<file path="config.mk">
export PLATFORM = sky130hd
export DESIGN_NAME = odometer_meas_seq
export DESIGN_NICKNAME = d
export VERILOG_FILES = /design/src/rtl/odometer_meas_seq.sv
export SDC_FILE = /design/constraint.sdc
export NUM_CORES = 1
export LEC_CHECK = 0
export ABC_AREA = 1
export CAP_MARGIN = 10
export CORE_MARGIN = 2
export CORE_UTILIZATION = 53
export CTS_CLUSTER_DIAMETER = 40
export DETAILED_ROUTE_END_ITERATION = 7
export PLACE_DENSITY_LB_ADDON = 0.12
export SYNTH_ARGS = -nofsm -noshare
export SYNTH_HDL_FRONTEND = slang
export SYNTH_SLANG_ARGS = --single-unit
</file>
<file path="constraint.sdc">
create_clock -name CLK -period 1.4 [get_ports CLK]
set_input_delay 0.14 -clock CLK [delete_from_list [all_inputs] [get_ports CLK]]
set_output_delay 0.14 -clock CLK [all_outputs]
set_load 0.005 [all_outputs]
</file>
<file path="src/rtl/odometer_meas_seq.sv">
// Ring-oscillator odometer scan: settle, count and store six rings in turn.
// Define ODO_DIFF_EN to add the signed DIFF_DATA (stress minus reference) output.
module odometer_meas_seq #(
  parameter int SETTLE_CYC = 16,
  parameter int WIN_CYC    = 1024,
  parameter int CNT_W      = 12
) (
  input  logic             CLK,
  input  logic             RST,
  input  logic             START,
  input  logic             STRESS_MODE,
  output logic [5:0]       ROSC_SEL_EN,
  output logic [2:0]       ROSC_MUX,
  input  logic             ROSC_DIV,
  output logic             BUSY,
  output logic             DONE,
  input  logic [2:0]       RD_ADDR,
  output logic [CNT_W-1:0] RD_DATA,
  output logic [5:0]       OVF
`ifdef ODO_DIFF_EN
  ,
  output logic signed [CNT_W:0] DIFF_DATA
`endif
);

  localparam int TMAX = (SETTLE_CYC > WIN_CYC) ? SETTLE_CYC : WIN_CYC;
  localparam int TW = $clog2(TMAX + 1);
  localparam logic [CNT_W-1:0] CMAX = '1;

  typedef enum logic [2:0] {
    S_IDLE, S_SETTLE, S_MEAS, S_STORE, S_DONE
  } state_t;

  state_t           state_q, state_d;
  logic [2:0]       idx_q, idx_d;
  logic [TW-1:0]    tmr_q, tmr_d;
  logic [CNT_W-1:0] cnt_q, cnt_d;
  logic [CNT_W-1:0] res_q [6];
  logic [CNT_W-1:0] res_d [6];
  logic [5:0]       ovf_q, ovf_d;
  logic [2:0]       sync_q, sync_d;
  logic             rise, set_last, win_last;

  // sync_q = {s3, s2, s1}; s1/s2 resynchronise, s3 delays for edge detect
  assign rise     = sync_q[1] & ~sync_q[2];
  assign set_last = tmr_q == TW'(SETTLE_CYC - 1);
  assign win_last = tmr_q == TW'(WIN_CYC - 1);

  always_ff @(posedge CLK) begin
    if (RST) begin
      state_q <= S_IDLE;
      idx_q   <= '0;
      tmr_q   <= '0;
      cnt_q   <= '0;
      ovf_q   <= '0;
      sync_q  <= '0;
      for (int i = 0; i < 6; i++) res_q[i] <= '0;
    end else begin
      state_q <= state_d;
      idx_q   <= idx_d;
      tmr_q   <= tmr_d;
      cnt_q   <= cnt_d;
      ovf_q   <= ovf_d;
      sync_q  <= sync_d;
      for (int i = 0; i < 6; i++) res_q[i] <= res_d[i];
    end
  end

  always_comb begin
    state_d = state_q;
    unique case (state_q)
      S_IDLE:   if (START) state_d = S_SETTLE;
      S_SETTLE: if (set_last) state_d = S_MEAS;
      S_MEAS:   if (win_last) state_d = S_STORE;
      S_STORE:  state_d = (idx_q == 3'd5) ? S_DONE : S_SETTLE;
      S_DONE:   state_d = S_IDLE;
      default:  state_d = S_IDLE;
    endcase
  end

  always_comb begin
    idx_d  = idx_q;
    tmr_d  = tmr_q + TW'(1);
    cnt_d  = cnt_q;
    ovf_d  = ovf_q;
    sync_d = {sync_q[1:0], ROSC_DIV};
    for (int i = 0; i < 6; i++) res_d[i] = res_q[i];
    unique case (state_q)
      S_IDLE: begin
        tmr_d = '0;
        if (START) begin
          idx_d = '0;
          ovf_d = '0;
        end
      end
      S_SETTLE: begin
        cnt_d = '0;
        if (set_last) tmr_d = '0;
      end
      S_MEAS: begin
        if (rise) begin
          if (cnt_q == CMAX) ovf_d[idx_q] = 1'b1;
          else cnt_d = cnt_q + CNT_W'(1);
        end
        if (win_last) tmr_d = '0;
      end
      S_STORE: begin
        res_d[idx_q] = cnt_q;
        tmr_d = '0;
        if (idx_q != 3'd5) idx_d = idx_q + 3'd1;
      end
      default: tmr_d = '0;
    endcase
  end

  always_comb begin
    ROSC_SEL_EN = '0;
    ROSC_MUX    = '0;
    unique case (state_q)
      S_SETTLE, S_MEAS: begin
        ROSC_SEL_EN = 6'b000001 << idx_q;
        ROSC_MUX    = idx_q;
      end
      S_STORE: ROSC_MUX = idx_q;
      S_IDLE, S_DONE: ROSC_SEL_EN = STRESS_MODE ? 6'b101010 : 6'b000000;
      default: ROSC_SEL_EN = '0;
    endcase
  end

  assign BUSY = state_q != S_IDLE;
  assign DONE = state_q == S_DONE;
  assign OVF  = ovf_q;

  always_comb begin
    RD_DATA = '0;
    for (int i = 0; i < 6; i++)
      if (RD_ADDR == 3'(i)) RD_DATA = res_q[i];
  end

`ifdef ODO_DIFF_EN
  always_comb begin
    DIFF_DATA = '0;
    for (int k = 0; k < 3; k++)
      if (RD_ADDR == 3'(k))
        DIFF_DATA = $signed({1'b0, res_q[2*k+1]})
                  - $signed({1'b0, res_q[2*k]});
  end
`endif

endmodule

</file>
# Word level (Yosys, flattened, before mapping)
# Memories as Yosys holds them, arrays and structs flattened.
# Cells that the tools add are included.
dict set report op_classes {
  n_addsub 3
  n_lt_le_gt_ge 4
  eq_ne 21
  shifts 1
  mux 42
  n_bitwise 10
  reduce_logical 15
}
# op n
set ops {}
lappend ops {{$mux W12} 15}
lappend ops {{$bwmux W72} 1}
lappend ops {{$mux W72} 1}
lappend ops {{$demux W12 S3} 1}
lappend ops {{$mux W6} 4}
lappend ops {{$pmux W12 S2} 1}
lappend ops {{$pmux W6 S2} 2}
lappend ops {{$mux W11} 2}
lappend ops {{$pmux W11 S2} 1}
lappend ops {{$mux W3} 7}
lappend ops {{$ne A2 B2 Y1 const B} 7}
lappend ops {{$add A12 B1 Y12 const B} 1}
lappend ops {{$eq A12 B12 Y1 const B} 1}
lappend ops {{$eq A3 B2 Y1 const B} 4}
lappend ops {{$eq A3 B3 Y1 const B} 4}
lappend ops {{$pmux W3 S4} 1}
lappend ops {{$add A11 B1 Y11 const B} 1}
lappend ops {{$eq A11 B10 Y1 const B} 1}
lappend ops {{$eq A11 B4 Y1 const B} 1}
lappend ops {{$reduce_and A3 Y1} 3}
lappend ops {{$eq A3 B1 Y1 const B} 2}
lappend ops {{$logic_not A3 Y1} 2}
lappend ops {{$or A1 B1 Y1} 6}
lappend ops {{$or A6 B6 Y6} 1}
lappend ops {{19 further kinds} 26}
dict set report totals {
  register_bits 38
  ram_bits 72
  in_bits 8
  wordCells 103
  n_memories 1
}
# memory words width read_ports rd_ports_with_merged_regs write_ports line
set memory_table {}
lappend memory_table {res_q 6 12 6 0 6 38} ;# logic [CNT_W-1:0] res_q [6];

# Logic depth before layout (Yosys ltp)
dict set report depth {
  word_depth 8
  mapped_depth 10
  mapped_depth_nobuf 10
}

# Least setup slack after synthesis
# Ideal clock, no wire load.
dict set report synth_timing {
  path_kind {register -> register}
  startpoint {register cnt_q[0]}
  endpoint {register cnt_q[9]}
  setup_time_ps 70
  t_arrival_ps 1360
  required_ps 1330
  path_slack_ps -30
  path_stages_with_launch 10
  cell_sequence {dfxtp_1 -> ha_1 -> nand2_1 -> nor2_4 -> nand3_2 -> nand2_4 -> nand2_4 -> nand2_8 -> nand2_1 -> a21oi_1}
}
dict set report synth_between {
  elab_chain_len 4
  word_cells_on_any_way 7
  cone_classes {add/sub: 1; eq/ne: 2; mux: 3; reduce/logical: 1}
}
# element line
set synth_lines {}
lappend synth_lines {{start: declaration} 37} ;# logic [CNT_W-1:0] cnt_q, cnt_d;
lappend synth_lines {{start signal: assignment} 62} ;# cnt_q <= cnt_d;
lappend synth_lines {{$add A12 B1 Y12} 103} ;# else cnt_d = cnt_q + CNT_W'(1);
lappend synth_lines {{$mux W12} 102} ;# if (cnt_q == CMAX) ovf_d[idx_q] = 1'b1;
lappend synth_lines {{$mux W12} 101} ;# if (rise) begin
lappend synth_lines {{$pmux W12 S2} 88} ;# unique case (state_q)
# Parallel ways exist; a longest one is shown, timed or not. The select of a mux whose other input is x is not followed.
# A chain may end at the register's enable or synchronous reset.

==> flow_metrics.env <==
export IMPL_fin_setup_tns_ns=-6.73
export IMPL_peakVddDrop_v=0.000730
export IMPL_antennaDiodeCount=0
export IMPL_arrival_ns=1.90
export IMPL_io_pins=37
export IMPL_critPathSlowestCell="dfxtp_2"
export IMPL_grt_pass1_vias=5078
export IMPL_start_util_pct=54.5
export IMPL_clockBufferDepth=2
export IMPL_dp_cells=881
export IMPL_die_x_um=101
export IMPL_rsz0062_at_grt="true"
export IMPL_outcome="finished with violations"
export IMPL_power_leakage_nw=2.90
export IMPL_cts_tree="built"
export IMPL_drc=0
export IMPL_finalCritPeriodShare_pct=113
export IMPL_cts_root_buf="clkbuf_8"
export IMPL_slew_viol_final=0
export IMPL_nNetsFinal=824
export IMPL_netlist_area_sq_um=5030
export IMPL_ys_ff_latch=110
export IMPL_dr_first_iter_drc_count=551
export IMPL_power_mw=8.96
export IMPL_end_kind="flop"
export IMPL_dp_hpwl_um=8850
export IMPL_netlist_instances=682
export IMPL_tightest_slew_ns=0.379
export IMPL_setup_slack_ns=-0.181
export IMPL_critical_path_startpoint_type="flop"
export IMPL_cpPeakStageDelay_ns=0.36
export IMPL_yosysUniqueCellTypes=36
export IMPL_cpMostUsedCell="buf_12"
export IMPL_wl_um=18900
export IMPL_min_period_ns=1.58
export IMPL_fin_cells=943
export IMPL_cts_sinks=110
export IMPL_r2r_start="state_q[2]"
export IMPL_yosysSeqAreaShare_pct=43.7
export IMPL_cts_hold_buf=0
export IMPL_vias=5680
export IMPL_hp_start="ROSC_DIV"
export IMPL_antenna_left=0
export IMPL_avgSynthCellArea_sq_um=7.38
export IMPL_power_density_nw_per_um2=1160
export IMPL_core_sq_um=9240
export IMPL_grt_max_degree=57
export IMPL_worst_path_max_fanout=6
export IMPL_cts_htree_levels=3
export IMPL_path_cells="inv_4 > buf_6 > nand3_4 > inv_6 > nand2_8 > nor2_4 > buf_12 > buf_12 > o21ai_4 > a21oi_2"
export IMPL_area_growth_pct=52.9
export IMPL_clk_latency_ns=0.38
export IMPL_dr_pass1_iters=6
export IMPL_die_area_sq_um=10300
export IMPL_hold_violations=0
export IMPL_post_drt_via_cell_ratio=6.02
export IMPL_yosys_warnings=0
export IMPL_r2r_setup_slack_ns=-0.18
export IMPL_gp_congestion=0.853
export IMPL_final_seq_area_sq_um=2250
export IMPL_std_cell_rows=35
export IMPL_critPathLaunch="state_q[2]"
export IMPL_fmax_ghz=0.632
export IMPL_clock_skew_ns=0.00917
export IMPL_cts_inserted_buffers=9
export IMPL_hold_slack_ns=0.363
export IMPL_fillers=490
export IMPL_antenna_found_initial=0
export IMPL_grt_pass1_wl_um=23600
export IMPL_io_buffers=36
export IMPL_drive_gt1_share_pct=47.9
export IMPL_gr_total_overflow=0
export IMPL_max_cap_violations=0
export IMPL_min_path_type="in2reg"
export IMPL_setup_viol=99
export IMPL_slew_limit_headroom_pct=74.7
export IMPL_die_y_um=101
export IMPL_groute_usage_overall_pct=28.8
export IMPL_synth_nets=697
export IMPL_multi_input_area_sq_um=3210
export IMPL_cts_clk_slew_worst_paths_ns=0.11
export IMPL_violations="setup timing"
export IMPL_worstPathRequired_ns=1.72
export IMPL_routedWlPerCell_um=20.0
export IMPL_pre_cts_ws_ns=-0.596
export IMPL_critPathKind="reg2reg"
==> kinds of logic (layout without fill, tap and decap cells) <==
kind of cell	count (synthesis)	in the layout	synth area share (%)
buf+inv	109	239	9.30
xor+xnor	10	10	1.74
compound gates	189	189	19.8
fa+ha+maj	7	7	1.74
simple gates	257	259	23.7
flops	110	110	43.7
==> worst max-delay path: cells and delay by family (launching register included) <==
kind                   cells  cell delay [ns]
flip-flops                 1             0.36
AO/OA/AOI/OAI              2             0.16
AND/OR/NAND/NOR            3             0.40
buffers and inverters      5             0.60
==> power breakdown <==
part           switching [mW]  total [mW]  internal [mW]
registers               0.176        3.50           3.32
clock network            1.19        2.06          0.869
logic                    1.97        3.41           1.43
total                    3.34        8.96           5.62
==> per-layer routing <==
| metal | wire (um) | GRT usage [%] | up-vias |
|---|---|---|---|
| li1 | - | - | 2519 |
| met1 | 7100 | 35.8 | 2689 |
| met2 | 9360 | 49.6 | 367 |
| met3 | 1460 | 4.28 | 105 |
| met4 | 970 | 12.2 | 0 |
| met5 | 0 | 0 | - |
==> repair_timing <==
item                       4_1_cts  5_1_grt
gates resized for setup        248      233
pin swaps                       28       36
setup buffers                   17       16
setup endpoints to repair      125      129
cloned                          10        8
==> through the flow <==
step / cell area (sq um) / utilization (%)
after floorplan: 5060 / -
after CTS: 6870 / 74.3
after detailed placement: 6040 / 65.3
after global placement: 6040 / 65.3
after global routing: 7700 / 83.3
final: 7700 / 83.3
==> cells in the mapped netlist <==
cell | n | area (sq um)
or2_2 | 1 | 6.26
o22ai_1 | 12 | 75.1
nor2_2 | 3 | 18.8
nor2_4 | 5 | 56.3
a21oi_4 | 1 | 16.3
nand4_1 | 19 | 119
o21ai_1 | 1 | 5.00
inv_1 | 70 | 263
xnor2_1 | 3 | 26.3
nand2_2 | 1 | 6.26
buf_6 | 3 | 33.8
inv_6 | 1 | 8.76
clkbuf_2 | 1 | 5.00
ha_1 | 7 | 87.6
nand3_2 | 3 | 30.0
o21ai_4 | 1 | 16.3
dfxtp_1 | 110 | 2200
buf_4 | 3 | 22.5
o21bai_4 | 1 | 18.8
inv_2 | 6 | 22.5
nand2_8 | 1 | 20.0
nor3_1 | 11 | 55.1
or2_4 | 1 | 8.76
buf_2 | 13 | 65.1
nand3_1 | 26 | 130
nand3b_1 | 1 | 7.51
nor2_1 | 69 | 259
a21oi_1 | 96 | 480
nand2_4 | 3 | 33.8
clkbuf_1 | 11 | 41.3
xor2_1 | 7 | 61.3
or2_0 | 1 | 6.26
nand3_4 | 1 | 17.5
inv_4 | 1 | 6.26
o21ai_0 | 77 | 385
nand2_1 | 111 | 417
==> cells in the final DEF, fill, tap and decap left out, drive strengths merged, types with 10 or more instances in the layout <==
master           n
a21oi           97
buf            127
clkbuf          17
clkdlybuf4s50   10
dfxtp          110
inv             79
nand2          117
nand3           31
nand4           19
nor2            77
nor3            11
o21ai           79
o22ai           12
==> sequential cells by signal (all words and copies together), names as in the netlist <==
signal   flops
res_q       72
idx_q        3
state_q      3
cnt_q       12
OVF          6
tmr_q       11
sync_q       3
==> final timing paths <==
path                   to  cells past startpoint
max          res_q[2][11]                     10
min             sync_q[0]                      3
max reg2reg  res_q[2][11]                     10
min reg2reg     sync_q[1]                      2
==> layout make-up <==
class / count / share of cell area [%]
Sequential cell: 110 / 29.3
Clock inverter: 6 / 1.02
Clock buffer: 10 / 1.66
Inverter: 78 / 4.58
Multi-Input combinational cell: 465 / 41.8
Tap cell: 129 / 2.10
Timing Repair Buffer: 145 / 19.6
No activity file was read; power rests on OpenSTA's default activity.
